File: src/rtl/sev_seg_pkg.sv
// Shared display geometry and arbiter state encoding for the seven-segment path.
// Word width is digit width times digit count; the arbiter only ever moves whole words.
package sev_seg_pkg;

    localparam int DIGIT_W  = 4;
    localparam int N_DIGITS = 8;
    localparam int DIN_W    = DIGIT_W * N_DIGITS;

    typedef enum logic {
        IDLE = 1'b0,
        SHOW = 1'b1
    } arb_state_t;

endpackage

File: src/rtl/rr_arbiter.sv
// Round-robin pick: first requester after last_grant_i, wrapping N-1 -> 0. Purely combinational.
// any_o flags a valid pick; gnt_o is one-hot (all-zero when nothing requests).
module rr_arbiter #(
    parameter  int N     = 4,
    localparam int IDX_W = $clog2(N)
) (
    input  logic [N-1:0]     req_i,
    input  logic [IDX_W-1:0] last_grant_i,
    output logic [N-1:0]     gnt_o,
    output logic [IDX_W-1:0] gnt_idx_o,
    output logic             any_o
);

    logic [IDX_W-1:0] cand;

    always_comb begin
        gnt_o     = '0;
        gnt_idx_o = '0;
        any_o     = 1'b0;
        cand      = '0;
        // Scan starts one past the previous winner so it is visited last.
        for (int i = 1; i <= N; i++) begin
            cand = IDX_W'((int'(last_grant_i) + i) % N);
            if (!any_o && req_i[cand]) begin
                any_o     = 1'b1;
                gnt_idx_o = cand;
            end
        end
        if (any_o) begin
            gnt_o[gnt_idx_o] = 1'b1;
        end
    end

endmodule

File: src/rtl/sev_seg_arbiter.sv
// Round-robin share of the 8-digit display between N_REQ requesters; each granted word dwells DWELL_CYC cycles.
// Optional SSEG_ARB_PRIO0_EN: requester 0 may preempt another owner's dwell without disturbing RR order.
module sev_seg_arbiter
    import sev_seg_pkg::*;
#(
    parameter  int N_REQ     = 4,
    parameter  int DWELL_CYC = 100_000_000,
    localparam int IDX_W     = $clog2(N_REQ)
) (
    input  logic                   CLK100MHZ,
    input  logic                   rst,
    input  logic [N_REQ-1:0]       req_valid,
    input  logic [N_REQ*DIN_W-1:0] req_data,
    output logic [N_REQ-1:0]       req_ready,
    output logic [DIN_W-1:0]       disp_din,
    output logic [IDX_W-1:0]       owner,
    output logic                   busy
);

    localparam int CNT_W = $clog2(DWELL_CYC + 1);

    arb_state_t       state_q;
    logic [CNT_W-1:0] cnt_q;
    logic [DIN_W-1:0] disp_q;
    logic [IDX_W-1:0] owner_q;
    logic [IDX_W-1:0] last_q;
    logic             busy_q;

    logic [N_REQ-1:0] gnt;
    logic [IDX_W-1:0] gnt_idx;
    logic             gnt_any;
    logic [DIN_W-1:0] req_words [N_REQ];

    always_comb begin
        for (int i = 0; i < N_REQ; i++) begin
            req_words[i] = req_data[i*DIN_W +: DIN_W];
        end
    end

    rr_arbiter #(
        .N (N_REQ)
    ) u_rr (
        .req_i        (req_valid),
        .last_grant_i (last_q),
        .gnt_o        (gnt),
        .gnt_idx_o    (gnt_idx),
        .any_o        (gnt_any)
    );

`ifdef SSEG_ARB_PRIO0_EN
    logic preempt;
    assign preempt = (state_q == SHOW) && (owner_q != '0) && req_valid[0];
`endif

    always_comb begin
        req_ready = '0;
        if (!rst) begin
            if (state_q == IDLE) begin
                req_ready = gnt;
            end
`ifdef SSEG_ARB_PRIO0_EN
            else if (preempt) begin
                req_ready[0] = 1'b1;
            end
`endif
        end
    end

    always_ff @(posedge CLK100MHZ) begin
        if (rst) begin
            state_q <= IDLE;
            cnt_q   <= '0;
            disp_q  <= '0;
            owner_q <= '0;
            last_q  <= IDX_W'(N_REQ - 1);
            busy_q  <= 1'b0;
        end else begin
            case (state_q)
                IDLE: begin
                    if (gnt_any) begin
                        disp_q  <= req_words[gnt_idx];
                        owner_q <= gnt_idx;
                        last_q  <= gnt_idx;
                        cnt_q   <= CNT_W'(DWELL_CYC - 1);
                        busy_q  <= 1'b1;
                        state_q <= SHOW;
                    end
                end
                SHOW: begin
`ifdef SSEG_ARB_PRIO0_EN
                    // last_q is deliberately left alone so the RR rotation resumes where it was.
                    if (preempt) begin
                        disp_q  <= req_words[0];
                        owner_q <= '0;
                        cnt_q   <= CNT_W'(DWELL_CYC - 1);
                    end else
`endif
                    if (cnt_q == '0) begin
                        state_q <= IDLE;
                        busy_q  <= 1'b0;
                    end else begin
                        cnt_q <= cnt_q - CNT_W'(1);
                    end
                end
                default: begin
                    state_q <= IDLE;
                    busy_q  <= 1'b0;
                end
            endcase
        end
    end

    assign disp_din = disp_q;
    assign owner    = owner_q;
    assign busy     = busy_q;

endmodule

File: config.mk
export PLATFORM = sky130hd
export DESIGN_NAME = sev_seg_arbiter
export DESIGN_NICKNAME = d
export VERILOG_FILES = /design/src/rtl/sev_seg_pkg.sv /design/src/rtl/rr_arbiter.sv /design/src/rtl/sev_seg_arbiter.sv
export SDC_FILE = /design/constraint.sdc
export NUM_CORES = 1
export LEC_CHECK = 0
export BUFFER_PORTS_ARGS = -buffer_cell sky130_fd_sc_hd__buf_2
export CAP_MARGIN = 10
export CORE_ASPECT_RATIO = 0.5
export CORE_MARGIN = 1
export CORE_UTILIZATION = 25
export DETAILED_ROUTE_END_ITERATION = 8
export PLACE_DENSITY = 0.58
export SYNTH_ARGS = -nofsm -noshare
export SYNTH_HDL_FRONTEND = slang
export SYNTH_SLANG_ARGS = --single-unit
File: constraint.sdc
create_clock -name CLK100MHZ -period 3.85 [get_ports CLK100MHZ]
set_input_delay 0.5775 -clock CLK100MHZ [delete_from_list [all_inputs] [get_ports CLK100MHZ]]
set_output_delay 0.5775 -clock CLK100MHZ [all_outputs]
set_load 0.01 [all_outputs]
==> results.md, run 1 <==
- Multi-input gate area: 2138 µm²
- Clock transition at path regs: 0.05 ns
- WL/cell: around 14 µm
- CP endpoint kind: output pin
- CTS tree: yes
- DR vias: 3566
- PortBufs: 172
- Slowest CP cell: or2_2
- Die extent in x: 171.9 µm
- Post-synthesis sequential area ratio: about 36%
- Critical path's most frequent cell: buf_2
- Syn nets: 526
- Vias in the first global route: about 3400
- Initial DRC Count: 108
- Setup ws final: 1.252 ns
- Avg Synthesized Cell Area: 9.232 µm²
- GR Util met1: between 10% and 20%
- Mean number of vias per cell: 4.774
- Initial Utilization: 26.13%
- Pwr Total: 0.002018 W
- Hold WC Path Type: flip-flop to flip-flop
- Worst Path Max Fanout: 18
- First-pass GRT wire length: 16240 µm
- Critical path type: input pin to output pin
- Synth Register Bits: 65
- Cts bufs inserted: 9
- GRT Residual Overflow: 0
- # setup viols final: 0
- CTS H-Tree Depth: 3
- Post-DP HPWL: 7494 µm
- Cts repair resizes: 0
- GR Util met2: 23.20%
- Fin area: 4887 µm²
- Root Buffer: clkbuf_16
- Setup TNS: 0 ns
- Post-DP Area: 4597 µm²
- Global Route Usage Sum: 13.77%
- DRC violations left: 0
- Clock Path Buffers: 2
- Final Skew: between 0.005 and 0.006 ns
- Data required, critical path: 3.27 ns
- Primary FF master, synth: dfxtp_1
- Initial antenna violation count: 0
- Clk_lat worst skew: 0.33 ns
- Hold Fails Final Rpt: 0
- Cts-stage hold buffer count: 0
- # IOs: around 170
- Max_slew headroom: 54.91%
- Most frequent cells in the layout: 172 x buf_2, 71 x mux2i_1, 65 x dfxtp_1
- Worst path cell trace: buf_2, nor4_1, or2_2, or3_1, nor2_1, buf_2
- Max-Cap Viols: 0
- Number of setup buffers added after CTS: 0
- P per Cell Area: 413.0 nW/µm²
- Post-synth cell types: 59
- Routing usage on met3: 4.225%
- Worst VDD drop: 0.1744 mV
- Post-place setup slack: 1.238 ns
- Commonest non-fill, non-tap cell in the layout: buf_2
- Share of cells above drive strength 1: 37.66%
- RSZ-0062 raised after global routing: no
- N_diodes: 0
- Cell Area, Synth: 3610 µm²
- Fin crit share: 67.47%
- Critical path's largest stage delay: 0.45 ns
- Final net count: just under 700
- Final-layout fill cell count: 1451
- Fin. max-slew vios: 0
- Lkg Pwr: 2.231 nW
- Pre-Repair DR Iteration Count: 4
- Largest net degree at the start of global routing: 37
- YS warnings: 0
- Ys async rst share: 0%
- DRT Wirelength: 10100 µm
- Min Hold Slack: 0.4518 ns
- Die H: 86.97 µm
- Storage cell area: 1301 µm²
- GRT Max-Usage Layer: met2
- Worst Setup Start Kind: input pin
- Clock sink count: 65
- Antenna-violating nets left: 0
- Post-synth EDFFs: 0
- Area delta synth->final: 35.39%
- Overall die area: 14950 µm²
- Post-synthesis cell count: ~400
- Outcome: finished clean
- Minimum clock period after layout: 2.598 ns
- Core area: between 10000 and 15000 µm²
- Maximum clock rate: 385.0 MHz
- Slew at the pin closest to its max-slew limit: roughly 0.68 ns
- Row count: 30
- Global placer's final weighted congestion: 0.7869
- Arrival time worst endpoint: 2.02 ns
metrics by stage:
step | utilization [%] | cells
6_report | 35.38 | 747
3_5_place_dp | 33.28 | 731
2_1_floorplan | - | 391
5_1_grt | 35.38 | 747
4_1_cts | 35.38 | 747
3_3_place_gp | 33.28 | 731
final timing paths:
path / end / start / cells past startpoint / slack (ns)
max: req_ready[0] / req_valid[0] / 6 / 1.25
min: disp_din[25]$_SDFFE_PP0P_ / disp_din[25]$_SDFFE_PP0P_ / 2 / 0.45
max reg2reg: cnt_q[13]$_SDFFE_PP0P_ / cnt_q[0]$_SDFFE_PP0P_ / 7 / 1.37
min reg2reg: disp_din[25]$_SDFFE_PP0P_ / disp_din[25]$_SDFFE_PP0P_ / 2 / 0.45
flip-flops by register name, indices dropped and copies added (netlist names):
register / cells
owner: 2
last_q: 2
disp_din: 32
cnt_q: 27
state_q: 1
busy: 1
synth_stat cells (2+ instances only):
cell type	n	area, µm²
a21boi_0	2	15.01
mux2i_1	71	710.7
clkbuf_1	11	41.29
o2111ai_1	2	17.52
nor4_1	6	37.54
nand4b_1	3	26.28
nand2_1	47	176.4
o41ai_1	5	43.79
o31ai_1	2	15.01
o21ai_0	10	50.05
a21oi_1	16	80.08
a31oi_1	6	37.54
buf_2	11	55.05
nand2b_1	4	25.02
buf_4	3	22.52
nor2_1	24	90.09
nand3_1	3	15.01
nand4_1	2	12.51
clkbuf_8	2	27.53
inv_1	5	18.77
xor2_1	6	52.55
and3_1	3	18.77
nor3_1	9	45.04
dfxtp_1	65	1301
or2_2	4	25.02
o211ai_1	5	37.54
o221ai_1	32	280.3
power by group:
group | total [W] | switching [W] | internal (W)
logic | 0.000435 | 0.000228 | 0.000207
registers | 0.000783 | 0.0000446 | 0.000739
clock network | 0.000800 | 0.000283 | 0.000517
total | 0.00202 | 0.000555 | 0.00146
critical path, delay by kind of cell:
family                 cells  cell delay (ns)
buffers and inverters      2             0.29
and+or+nand+nor            4             1.14
routing by layer:
metal | vias to the layer above | wire [µm]
met5 | - | 0
met4 | 0 | 85
met3 | 6 | 407
met2 | 99 | 5000
met1 | 1671 | 4607
li1 | 1790 | -
layout make-up:
class	instances	area share, %
flip-flops and latches	65	26.63
well taps	192	4.916
clock inverters	3	0.8193
inverters	5	0.3840
repair buffers	177	18.38
clock buffers	13	5.120
multi-input cells	292	43.75
kinds of logic after synthesis:
logic type	count (synthesis)	synth area share (%)
AND/OR/NAND/NOR	121	17.61
AO/OA/AOI/OAI	92	19.52
multiplexers	71	19.69
flip-flops	65	36.05
buffers and inverters	34	5.095
XOR/XNOR	7	1.698
adder cells (fa/ha/maj)	1	0.3466
No activity file was read; power rests on OpenSTA's default activity.
==> run 2: changes to the inputs <==
--- a/config.mk
+++ b/config.mk
@@ -5,13 +5,14 @@
 export SDC_FILE = /design/constraint.sdc
 export NUM_CORES = 1
 export LEC_CHECK = 0
+export ABC_AREA = 1
 export BUFFER_PORTS_ARGS = -buffer_cell sky130_fd_sc_hd__buf_2
 export CAP_MARGIN = 10
 export CORE_ASPECT_RATIO = 0.5
 export CORE_MARGIN = 1
 export CORE_UTILIZATION = 25
 export DETAILED_ROUTE_END_ITERATION = 8
-export PLACE_DENSITY = 0.58
+export PLACE_DENSITY = 0.56
 export SYNTH_ARGS = -nofsm -noshare
 export SYNTH_HDL_FRONTEND = slang
 export SYNTH_SLANG_ARGS = --single-unit
==> constraint.sdc (replaced) <==
create_clock -name CLK100MHZ -period 2.5 [get_ports CLK100MHZ]
set_input_delay 0.375 -clock CLK100MHZ [delete_from_list [all_inputs] [get_ports CLK100MHZ]]
set_output_delay 0.375 -clock CLK100MHZ [all_outputs]
set_load 0.01 [all_outputs]
==> results.md, run 2 <==
- Max-Cap Viols: 0
- Placed instance count: 1081
- Global Route Usage Sum: between 10% and 20%
- Clock transition at path regs: 0.05 ns
- Combinational fraction of design power: 57.3%
- DR vias: 4802
- Ranking of synthesized cells by area: dfxtp_1 30%, nand2_1 25%, nand3_1 8.9%
- Critical path's largest stage delay: 0.41 ns
- CTS H-Tree Depth: 3
- PortBufs: 172
- Root Buffer: clkbuf_16
- Antenna-violating nets left: 0
- DRT Wirelength: 12820 µm
- DRC violations left: 0
- Psw: between 0.003 and 0.004 W
- Critical path type: flip-flop to output pin
- Vias in the first global route: 4524
- Primary FF master, synth: dfxtp_1
- Clk_lat worst skew: 0.33 ns
- Max_slew headroom: 71.15%
- Pint: 0.003704 W
- Slowest CP cell: dfxtp_4
- Min Hold Slack: 0.2997 ns
- Cell Area, Synth: 4289 µm²
- Lkg Pwr: 2.996 nW
- Initial DRC Count: 162
- Pre-Repair DR Iteration Count: 4
- Final-layout fill cell count: 1830
- # IOs: 173
- Worst path cell trace: inv_4, nand2_1, nand2_1, nand2_1, nand2_2, nor2_4, nand3_1, nand3_4, inv_2, nor3_1, buf_2
- Cts-stage hold buffer count: 0
- Largest register FFs: 32
- Minimum clock period after layout: 2.308 ns
- Share of the synthesized area in the top cell type: between 30% and 40%
- # setup viols final: 0
- Core area: 16560 µm²
- Worst VDD drop: 0.4354 mV
- Final Skew: 0.005610 ns
- WL/cell: 11.57 µm
- Largest net degree at the start of global routing: 40
- Initial antenna violation count: 0
- YS warnings: 0
- Post-synthesis cell count: 700
- Share of cells above drive strength 1: 26.90%
- P per Cell Area: about 1200 nW/µm²
- Area delta synth->final: 34.25%
- Most frequent cells in the layout: 284 x nand2_1, 172 x buf_2, 76 x nand3_1
- Clock sink count: 65
- Area leader, netlist: dfxtp_1
- N_diodes: 0
- Clock Path Buffers: 2
- Fin. max-slew vios: 0
- Die extent in x: 187.2 µm
- Non-Filler Instances: 1108
- GRT Residual Overflow: 0
- Sw Ratio: 46.00%
- Maximum clock rate: 433.3 MHz
- Data required, critical path: approximately 2.1 ns
- Cts bufs inserted: 9
- Storage cell area: 1306 µm²
- Critical path's most frequent cell: nand2_1
- Ys async rst share: 0%
- Syn nets: 835
- Arrival time worst endpoint: 1.93 ns
- Worst Path Max Fanout: 10
- Slew at the pin closest to its max-slew limit: around 0.43 ns
- Hold Fails Final Rpt: 0
- Mean number of vias per cell: 4.334
- Die H: 94.62 µm
- Hold WC Path Type: input pin to flip-flop
- Synth Register Bits: 65
- Row count: 33
- Fin crit share: 92.32%
- First-pass GRT wire length: 21020 µm
- Commonest non-fill, non-tap cell in the layout: nand2_1
- Clock power share: 19.2%
- CTS tree: yes
- Post-synth EDFFs: 0
- Multi-input gate area: approximately 2600 µm²
- CP endpoint kind: output pin
- Post-DP HPWL: 9710 µm
- Worst Setup Start Kind: flip-flop
- Overall die area: 17720 µm²
- Avg Synthesized Cell Area: 6.127 µm²
- Reg power frac: 23.5%
- Initial Utilization: 25.90%
- Count leader, synth: nand2_1
- Post-synth cell types: 34
- Final net count: a little over 1000
- Post-synthesis sequential area ratio: 30.34%
- Outcome: finished clean
- Top cells by count, synth: 284 x nand2_1, 76 x nand3_1, 65 x dfxtp_1
- Global placer's final weighted congestion: 0.8361
==> run 2: kinds of logic after synthesis <==
logic type | count (synthesis) | synth area share, %
flip-flops | 65 | 30.34
AO/OA/AOI/OAI | 63 | 8.402
XOR/XNOR | 21 | 4.288
AND/OR/NAND/NOR | 464 | 46.73
buffers and inverters | 86 | 9.948
adder cells (fa/ha/maj) | 1 | 0.2917
==> run 2: power by group through the flow <==
stage	Sequential [W]	Combinational, W	Clock [W]
global placement	0.00161	0.00378	0
floorplan	0.00165	0.00291	0
finish	0.00161	0.00393	0.00132
detailed placement	0.00162	0.00381	0
global route	0.00166	0.00450	0.00140
CTS	0.00161	0.00382	0.00136
==> run 2: layout make-up <==
type	count	area share, %
timing repair buffer	197	18.86
clock inverter	3	1.130
tap	227	4.933
sequential	65	22.69
multi-input combinational	549	44.65
clock buffer	13	4.172
inverter	54	3.564
==> run 2: layer usage <==
metal	vias up	GRT usage [%]	part of all wire, %
li1	2571	-	-
met1	2115	17.47	46
met4	0	4.440	1.7
met5	-	0	0
met3	18	3.790	4.6
met2	98	25.90	48
==> run 2: per-stage QoR <==
| stage | setup slack, ns | util [%] | total power, W | TNS [ns] | area, µm² |
|---|---|---|---|---|---|
| after global routing | -0.001470 | 34.78 | 0.007569 | -0.001470 | 5758 |
| final | 0.1919 | 34.78 | 0.006859 | 0 | 5758 |
| after CTS | 0.05480 | 34.23 | 0.006790 | 0 | 5668 |
| after detailed placement | 0.2051 | 32.36 | 0.005428 | 0 | 5358 |
| after floorplan | 0.4397 | - | 0.004552 | 0 | 4289 |
| after global placement | 0.2611 | 32.36 | 0.005390 | 0 | 5358 |
==> run 2: final timing paths <==
| check | slack (ns) | endpoint | from | cells past startpoint |
|---|---|---|---|---|
| setup / recovery | 0.19 | req_ready[3] | last_q[0]$_SDFFE_PP1P_ | 11 |
| setup reg to reg | 0.38 | disp_din[10]$_SDFFE_PP0P_ | last_q[0]$_SDFFE_PP1P_ | 13 |
| hold / removal | 0.30 | disp_din[26]$_SDFFE_PP0P_ | req_data[58] | 3 |
| hold reg to reg | 0.46 | disp_din[17]$_SDFFE_PP0P_ | disp_din[17]$_SDFFE_PP0P_ | 2 |
==> run 2: worst max-delay path: cells and delay by family (launching register included) <==
kind                   cells  cell delay, ns
buffers and inverters      3            0.33
DFF                        1            0.41
and+or+nand+nor            8            0.86
==> run 2: what timing repair did <==
action / in CTS / in global routing
pin swaps: 0 / 4
gates resized for setup: 3 / 2
setup endpoints to repair: 3 / 3
setup buffers: 0 / 11
